===== src/rtl/if_prefetch_stage.sv =====
// Instruction-fetch stage: issues sequential word fetches over req/gnt/rvalid and
// buffers returned words with their PC in a small FIFO that feeds ID over valid/ready.
module if_prefetch_stage #(
   parameter int unsigned FIFO_DEPTH = 2,
   parameter int unsigned INC_WIDTH  = 3
) (
   input  logic        clk_i,
   input  logic        rst_ni,
   input  logic        fetch_en_i,
   input  logic [31:0] boot_addr_i,
   input  logic        redirect_i,
   input  logic [31:0] redirect_addr_i,
   output logic        instr_req_o,
   output logic [31:0] instr_addr_o,
   input  logic        instr_gnt_i,
   input  logic        instr_rvalid_i,
   input  logic [31:0] instr_rdata_i,
   output logic        instr_valid_o,
   input  logic        instr_ready_i,
   output logic [31:0] instr_rdata_o,
   output logic [31:0] instr_pc_o,
   output logic        busy_o
);

   localparam int unsigned PTR_W = (FIFO_DEPTH > 1) ? $clog2(FIFO_DEPTH) : 1;
   localparam int unsigned CNT_W = $clog2(FIFO_DEPTH + 1);
   localparam int unsigned SUM_W = INC_WIDTH + 2;

   typedef enum logic [0:0] {
      IDLE  = 1'b0,
      FETCH = 1'b1
   } state_e;

   state_e               state_q, state_d;
   logic [31:0]          fetch_addr_q, fetch_addr_d;
   logic [31:0]          resp_pc_q, resp_pc_d;
   logic [INC_WIDTH-1:0] outstanding_q, outstanding_d;
   logic [INC_WIDTH-1:0] discard_q, discard_d;
   logic                 req_hold_q, req_hold_d;
   logic [PTR_W-1:0]     rd_ptr_q, rd_ptr_d;
   logic [PTR_W-1:0]     wr_ptr_q, wr_ptr_d;
   logic [CNT_W-1:0]     count_q, count_d;
   logic [31:0]          pc_mem_q [FIFO_DEPTH];
   logic [31:0]          pc_mem_d [FIFO_DEPTH];
   logic [31:0]          data_mem_q [FIFO_DEPTH];
   logic [31:0]          data_mem_d [FIFO_DEPTH];

   logic [SUM_W-1:0]     inflight_s;
   logic                 credit_s;
   logic                 req_s;
   logic                 req_gnt_s;
   logic                 push_s;
   logic                 pop_s;
   logic [31:0]          redirect_tgt_s;

   function automatic logic [PTR_W-1:0] ptr_inc(input logic [PTR_W-1:0] ptr);
      logic [PTR_W-1:0] nxt;
      if (ptr == PTR_W'(FIFO_DEPTH - 1)) begin
         nxt = '0;
      end else begin
         nxt = ptr + PTR_W'(1);
      end
      return nxt;
   endfunction

   // Credit counts buffered words plus every response still owed by memory, stale or not.
   assign inflight_s     = SUM_W'(count_q) + SUM_W'(outstanding_q) + SUM_W'(discard_q);
   assign credit_s       = (inflight_s < SUM_W'(FIFO_DEPTH));
   assign req_s          = (state_q == FETCH) & ~redirect_i & (req_hold_q | (fetch_en_i & credit_s));
   assign req_gnt_s      = req_s & instr_gnt_i;
   assign redirect_tgt_s = redirect_addr_i & 32'hFFFF_FFFC;

   assign instr_req_o   = req_s;
   assign instr_addr_o  = fetch_addr_q;
   assign instr_valid_o = (count_q != '0);
   assign instr_rdata_o = data_mem_q[rd_ptr_q];
   assign instr_pc_o    = pc_mem_q[rd_ptr_q];
   assign busy_o        = (outstanding_q != '0) | (count_q != '0);

   // Next-state, counter and FIFO update logic
   always_comb begin
      state_d       = state_q;
      fetch_addr_d  = fetch_addr_q;
      resp_pc_d     = resp_pc_q;
      outstanding_d = outstanding_q;
      discard_d     = discard_q;
      req_hold_d    = 1'b0;
      rd_ptr_d      = rd_ptr_q;
      wr_ptr_d      = wr_ptr_q;
      count_d       = count_q;
      pc_mem_d      = pc_mem_q;
      data_mem_d    = data_mem_q;
      push_s        = 1'b0;
      pop_s         = 1'b0;

      case (state_q)
         IDLE: begin
            if (fetch_en_i) begin
               state_d      = FETCH;
               fetch_addr_d = boot_addr_i;
               resp_pc_d    = boot_addr_i;
            end else begin
               state_d      = IDLE;
            end
         end
         FETCH: begin
            if (redirect_i) begin
               // Everything already requested becomes stale, including a grant and a response in this cycle.
               fetch_addr_d  = redirect_tgt_s;
               resp_pc_d     = redirect_tgt_s;
               discard_d     = discard_q + outstanding_q + INC_WIDTH'(instr_gnt_i)
                               - INC_WIDTH'(instr_rvalid_i);
               outstanding_d = '0;
               count_d       = '0;
               rd_ptr_d      = '0;
               wr_ptr_d      = '0;
            end else begin
               req_hold_d = req_s & ~instr_gnt_i;
               push_s     = instr_rvalid_i & (discard_q == '0);
               pop_s      = (count_q != '0) & instr_ready_i;

               if (req_gnt_s) begin
                  fetch_addr_d = fetch_addr_q + 32'd4;
               end else begin
                  fetch_addr_d = fetch_addr_q;
               end

               if (instr_rvalid_i && (discard_q != '0)) begin
                  discard_d = discard_q - INC_WIDTH'(1);
               end else begin
                  discard_d = discard_q;
               end

               outstanding_d = outstanding_q + INC_WIDTH'(req_gnt_s) - INC_WIDTH'(push_s);
               count_d       = count_q + CNT_W'(push_s) - CNT_W'(pop_s);

               if (push_s) begin
                  pc_mem_d[wr_ptr_q]   = resp_pc_q;
                  data_mem_d[wr_ptr_q] = instr_rdata_i;
                  wr_ptr_d             = ptr_inc(wr_ptr_q);
                  resp_pc_d            = resp_pc_q + 32'd4;
               end else begin
                  wr_ptr_d             = wr_ptr_q;
               end

               if (pop_s) begin
                  rd_ptr_d = ptr_inc(rd_ptr_q);
               end else begin
                  rd_ptr_d = rd_ptr_q;
               end
            end
         end
         default: begin
            state_d = IDLE;
         end
      endcase
   end

   // State, counter and FIFO storage registers
   always_ff @(posedge clk_i or negedge rst_ni) begin
      if (!rst_ni) begin
         state_q       <= IDLE;
         fetch_addr_q  <= 32'd0;
         resp_pc_q     <= 32'd0;
         outstanding_q <= '0;
         discard_q     <= '0;
         req_hold_q    <= 1'b0;
         rd_ptr_q      <= '0;
         wr_ptr_q      <= '0;
         count_q       <= '0;
         for (int i = 0; i < int'(FIFO_DEPTH); i++) begin
            pc_mem_q[i]   <= 32'd0;
            data_mem_q[i] <= 32'd0;
         end
      end else begin
         state_q       <= state_d;
         fetch_addr_q  <= fetch_addr_d;
         resp_pc_q     <= resp_pc_d;
         outstanding_q <= outstanding_d;
         discard_q     <= discard_d;
         req_hold_q    <= req_hold_d;
         rd_ptr_q      <= rd_ptr_d;
         wr_ptr_q      <= wr_ptr_d;
         count_q       <= count_d;
         pc_mem_q      <= pc_mem_d;
         data_mem_q    <= data_mem_d;
      end
   end

endmodule


===== config.mk =====
export PLATFORM = sky130hd
export DESIGN_NAME = if_prefetch_stage
export DESIGN_NICKNAME = d
export VERILOG_FILES = /design/src/rtl/if_prefetch_stage.sv
export SDC_FILE = /design/constraint.sdc
export NUM_CORES = 1
export LEC_CHECK = 0
export BUFFER_PORTS_ARGS = -buffer_cell sky130_fd_sc_hd__buf_4
export CAP_MARGIN = 20
export CORE_UTILIZATION = 56
export DETAILED_ROUTE_END_ITERATION = 8
export GPL_TIMING_DRIVEN = 1
export PLACE_DENSITY = 0.77
export SLEW_MARGIN = 0
export SYNTH_ARGS = -nofsm -noshare
export SYNTH_HDL_FRONTEND = slang
export SYNTH_SLANG_ARGS = --single-unit

===== constraint.sdc =====
create_clock -name clk_i -period 4.9 [get_ports clk_i]
set_input_delay 0.98 -clock clk_i [delete_from_list [all_inputs] [get_ports clk_i]]
set_output_delay 0.98 -clock clk_i [all_outputs]
set_load 0.005 [all_outputs]

==> results <==
- The critical path's top delay family is adder cells.
- In the final routed layout, each cell accounts on average for 19.6 um.
- The number of diodes added for antenna fixing is 0.
- The total power divided by cell area is 530 mW/mm^2.
- STA puts the critical path data required time at around 4000 ps.
- The proportion of layout cells with a drive suffix above 1 is 39.6%.
- After clock tree synthesis, the setup repair step added 0 buffers.
- At the end of the flow the core is filled with cells to 69.7%.
- By area the synthesized netlist is led by dfrtp_1 (47%), mux2_2 (19%), a21oi_1 (2.4%), nand2_1 (2.2%), o21ai_0 (2.2%).
- The most common cell in the netlist is dfrtp_1.
- The standard-cell row count is 50.
- Once layout is complete, the cells apart from fillers number 1375.
- The sink count of the clock tree is 202.
- The highest cell delay on the worst timing path is 510 ps.
- Of the available clock period, the critical path in the final layout requires 80.6%.
- The tree is rooted in a clkbuf_16.
- The buffers plus inverters on the worst setup path is 1.
- Counting instances in the post-synthesis netlist gives the leading cell types as dfrtp_1 (202), mux2_2 (176), nand2_1 (63), a21oi_1 (51), o21ai_0 (47).
- The number of antenna violations at the first check in global routing is 0.
- When the netlist entered floorplanning its net count stood at 1077.
- Synthesis produced a netlist whose cell count is 955.
- During I/O placement, the number of pins put on the boundary was 202.
- The worst-case clock buffer depth is 3.
- The number of pins exceeding their max-slew limit in the final report is 0.
- The worst-case IR drop observed on VDD is 0.327 mV.
- The number of clock buffers inserted by TritonCTS is 22.
- The cell at the slowest stage of the critical path is fa_1.
- The maximum number of pins on one net before global-route repair is about 120.
- After synthesis, the largest area contributor takes up 47.3% of total cell area.
- The worst slew margin relative to its limit is 36.6%.
- In this run the worst hold path is classified as register to register.
- The worst-case setup margin in the final layout is 950 ps.
- For this run, the number of Yosys warnings is 0.
- The post-synthesis cell type with the largest combined area is dfrtp_1.
- The cell area after technology mapping is 0.0107 mm^2.
- The number of hold violations in the final report is 0.
- The post-CTS clock slew at the launch and capture registers of the worst setup and hold paths is around 60 ps.
- The count of nets left with antenna violations after detail routing is 0.
- The final route contains between 8000 and 9000 vias.
- In this run, synthesis produced a sequential element count of 202.
- Routability-driven placement finished with a final weighted congestion of 0.942.
- The worst setup path is of the register to output port kind.
- The die extent in y is between 100 and 150 um.
- In this run, the number of DRC markers left after iteration 0 of detailed routing was between 500 and 600.
- Post-CTS repair changed the size of 0 cells.
- STA classifies the critical path endpoint as an output port.
- The core footprint is 0.0187 mm^2.
- The overall power is 6.91 mW.
- The total track usage is 27.9%.
- The initial utilization of the core area, before any placement, comes to 57.1%.
- The kind of start point of the critical path is a register.
- The number of flops mapped to enable cells by yosys is 0.
- The fmax is 253 MHz.
- The detail-routed via count per cell is 6.16.
- Across the run, the number of max-cap violations was 0.
- The width of the chip is around 140 um.
- After synthesis, the netlist uses 80 different library cells.
- Of all flip-flops after synthesis, the portion carrying an async set or reset was 100%.
- OpenSTA, run right after detailed placement, puts the worst setup slack at roughly 1000 ps.
- The CTS tree is built.
- The number of placed instances with taps included is 1334.
- The sequential cell area fraction in the yosys report is between 40% and 50%.
- The setup clock skew after layout is 13.8 ps.
- The flow ran to the end, and the final reports show no timing, DRC or antenna violations.
- Detailed placement finished with a half-perimeter wire length of roughly 19000 um.
- The signed area change from the synthesized netlist to the final layout is 22.0%.
- The minimum clock period is 3950 ps.
- In this run the number of H-tree levels came out at 1.
- In this run the worst path has a maximum fanout of 5.
- The number of buffers inserted by port buffering is 199.
- The most repeated library cell on the critical path is fa_1.
- The number of buffers inserted for hold repair after clock tree synthesis is 0.
- The worst endpoint data arrival time is 2970 ps.
- A synthesized cell averages about 11 um^2.
- The later pin in the worst-skew pair is clocked with a latency of 500 ps.
- The iteration count of the initial detailed-routing pass is 5.
- The setup-violating endpoint count in the final report is 0.
- After global routing the overflow that remains totals 0.
- For this run, design rule violations remaining after detail routing come to 0.
- The number of nets at the end of the flow is about 1200.
- The global-route wire length before repair is 43800 um.
- The leakage power of the design is 6.04 nW.
- For this run, the leading register cell type out of synthesis is dfrtp_1.
- For the pin with the worst max-slew slack, the measured transition is 951 ps.
- The via count of the first global-routing pass was 8381.
- The total length of routed wires is ~27000 um.
- Setup repair after global routing left no endpoint under its margin.
- Setup total negative slack on the finished layout was measured at 0 ps.
- The floorplan step defined a die boundary enclosing 0.0196 mm^2.
- Walking the worst path, the cells encountered are fa_1 > ha_1 > fa_1 > nor3b_2 > nor2_1 > nor3_1 > buf_4.
- Fill cells in the final layout number 1392.
worst paths after layout:
path / start / to / slack (ps) / cells after the start
worst max-delay path: outstanding_q[1]$_DFFE_PN0P_ / instr_req_o / 950 / 7
max in group asynchronous: rst_ni / resp_pc_q[18]$_DFFE_PN0P_ / 3260 / 2
worst min-delay path: pc_mem_q[27]$_DFFE_PN0P_ / pc_mem_q[27]$_DFFE_PN0P_ / 490 / 2
min in group asynchronous: rst_ni / discard_q[1]$_DFFE_PN0P_ / 570 / 1
worst min register to register: pc_mem_q[27]$_DFFE_PN0P_ / pc_mem_q[27]$_DFFE_PN0P_ / 490 / 2
worst max register to register: outstanding_q[1]$_DFFE_PN0P_ / outstanding_q[2]$_DFFE_PN0P_ / 1030 / 16
where the power goes:
| group | internal [mW] | total [mW] | leakage, nW | switching, mW |
|---|---|---|---|---|
| Combinational | 1.42 | 2.45 | 3.07 | 1.03 |
| Sequential | 2.26 | 2.77 | 2.60 | 0.512 |
| Clock | 1.02 | 1.69 | 0.365 | 0.664 |
| Total | 4.70 | 6.91 | 6.04 | 2.21 |
sequential cells by signal, indices dropped and copies added, names as in the netlist:
name,cells
discard_q,3
count_q,2
outstanding_q,3
data_mem_q,64
pc_mem_q,64
req_hold_q,1
instr_addr_o,31
resp_pc_q,31
rd_ptr_q,1
state_q,1
wr_ptr_q,1
metal layers:
metal | global-route usage (%) | routed length [um] | vias up
met5 | 0 | 0 | -
met2 | 46.9 | 13300 | 329
met3 | 4.58 | 1720 | 52
met1 | 37.1 | 11300 | 4160
li1 | - | - | 3924
met4 | 8.62 | 738 | 0
area by class of cell:
type | instances | area [um^2] | area share (%)
Timing Repair Buffer | 211 | 1600 | 12.3
Clock buffer | 31 | 646 | 4.95
Clock inverter | 9 | 100 | 0.768
Sequential cell | 202 | 5060 | 38.8
Tap cell | 234 | 293 | 2.25
Inverter | 25 | 93.8 | 0.720
Multi-Input combinational cell | 663 | 5250 | 40.3
stage by stage:
step | area [um^2] | hold WS [ps]
CTS | 13000 | 488
floorplan | 10700 | 450
global route | 13000 | 506
finish | 13000 | 487
detailed placement | 12300 | 472
global placement | 12300 | 467
tightest hold or removal path, delay by kind of cell (launching register included):
| kind | cells | cell delay (ps) |
|---|---|---|
| compound gates | 1 | 60 |
| simple gates | 1 | 50 |
| flops | 1 | 340 |
cell families (layout without fill, tap and decap cells):
| family | count (synthesis) | after routing | share of synthesized area [%] |
|---|---|---|---|
| compound gates | 244 | 244 | 15.4 |
| xor+xnor | 4 | 4 | 0.328 |
| mux | 191 | 191 | 20.1 |
| flops | 202 | 202 | 47.3 |
| simple gates | 205 | 205 | 10.6 |
| fa+ha+maj | 19 | 19 | 2.58 |
| buf+inv | 90 | 276 | 3.72 |
cells in the final DEF, fill, tap and decap left out, drive strengths merged, types with 3 or more instances in the layout:
| cell | n |
|---|---|
| or4 | 3 |
| clkinv | 5 |
| ha | 14 |
| o31ai | 10 |
| mux2 | 187 |
| nor4 | 8 |
| nand3 | 24 |
| buf | 210 |
| xnor2 | 3 |
| nand2b | 7 |
| o311ai | 7 |
| dfrtp | 202 |
| o41a | 3 |
| nor2 | 32 |
| o22ai | 8 |
| clkbuf | 32 |
| o41ai | 7 |
| a2bb2oi | 3 |
| o211ai | 4 |
| a31oi | 7 |
| nand2 | 64 |
| and4 | 8 |
| fa | 5 |
| mux2i | 4 |
| nand4 | 27 |
| o31a | 14 |
| a22oi | 22 |
| and2 | 5 |
| o2bb2ai | 4 |
| o21ai | 72 |
| a21oi | 52 |
| and3 | 5 |
| inv | 25 |
| nor3 | 13 |
| a22o | 11 |
Power figures use the tool's default switching activity.
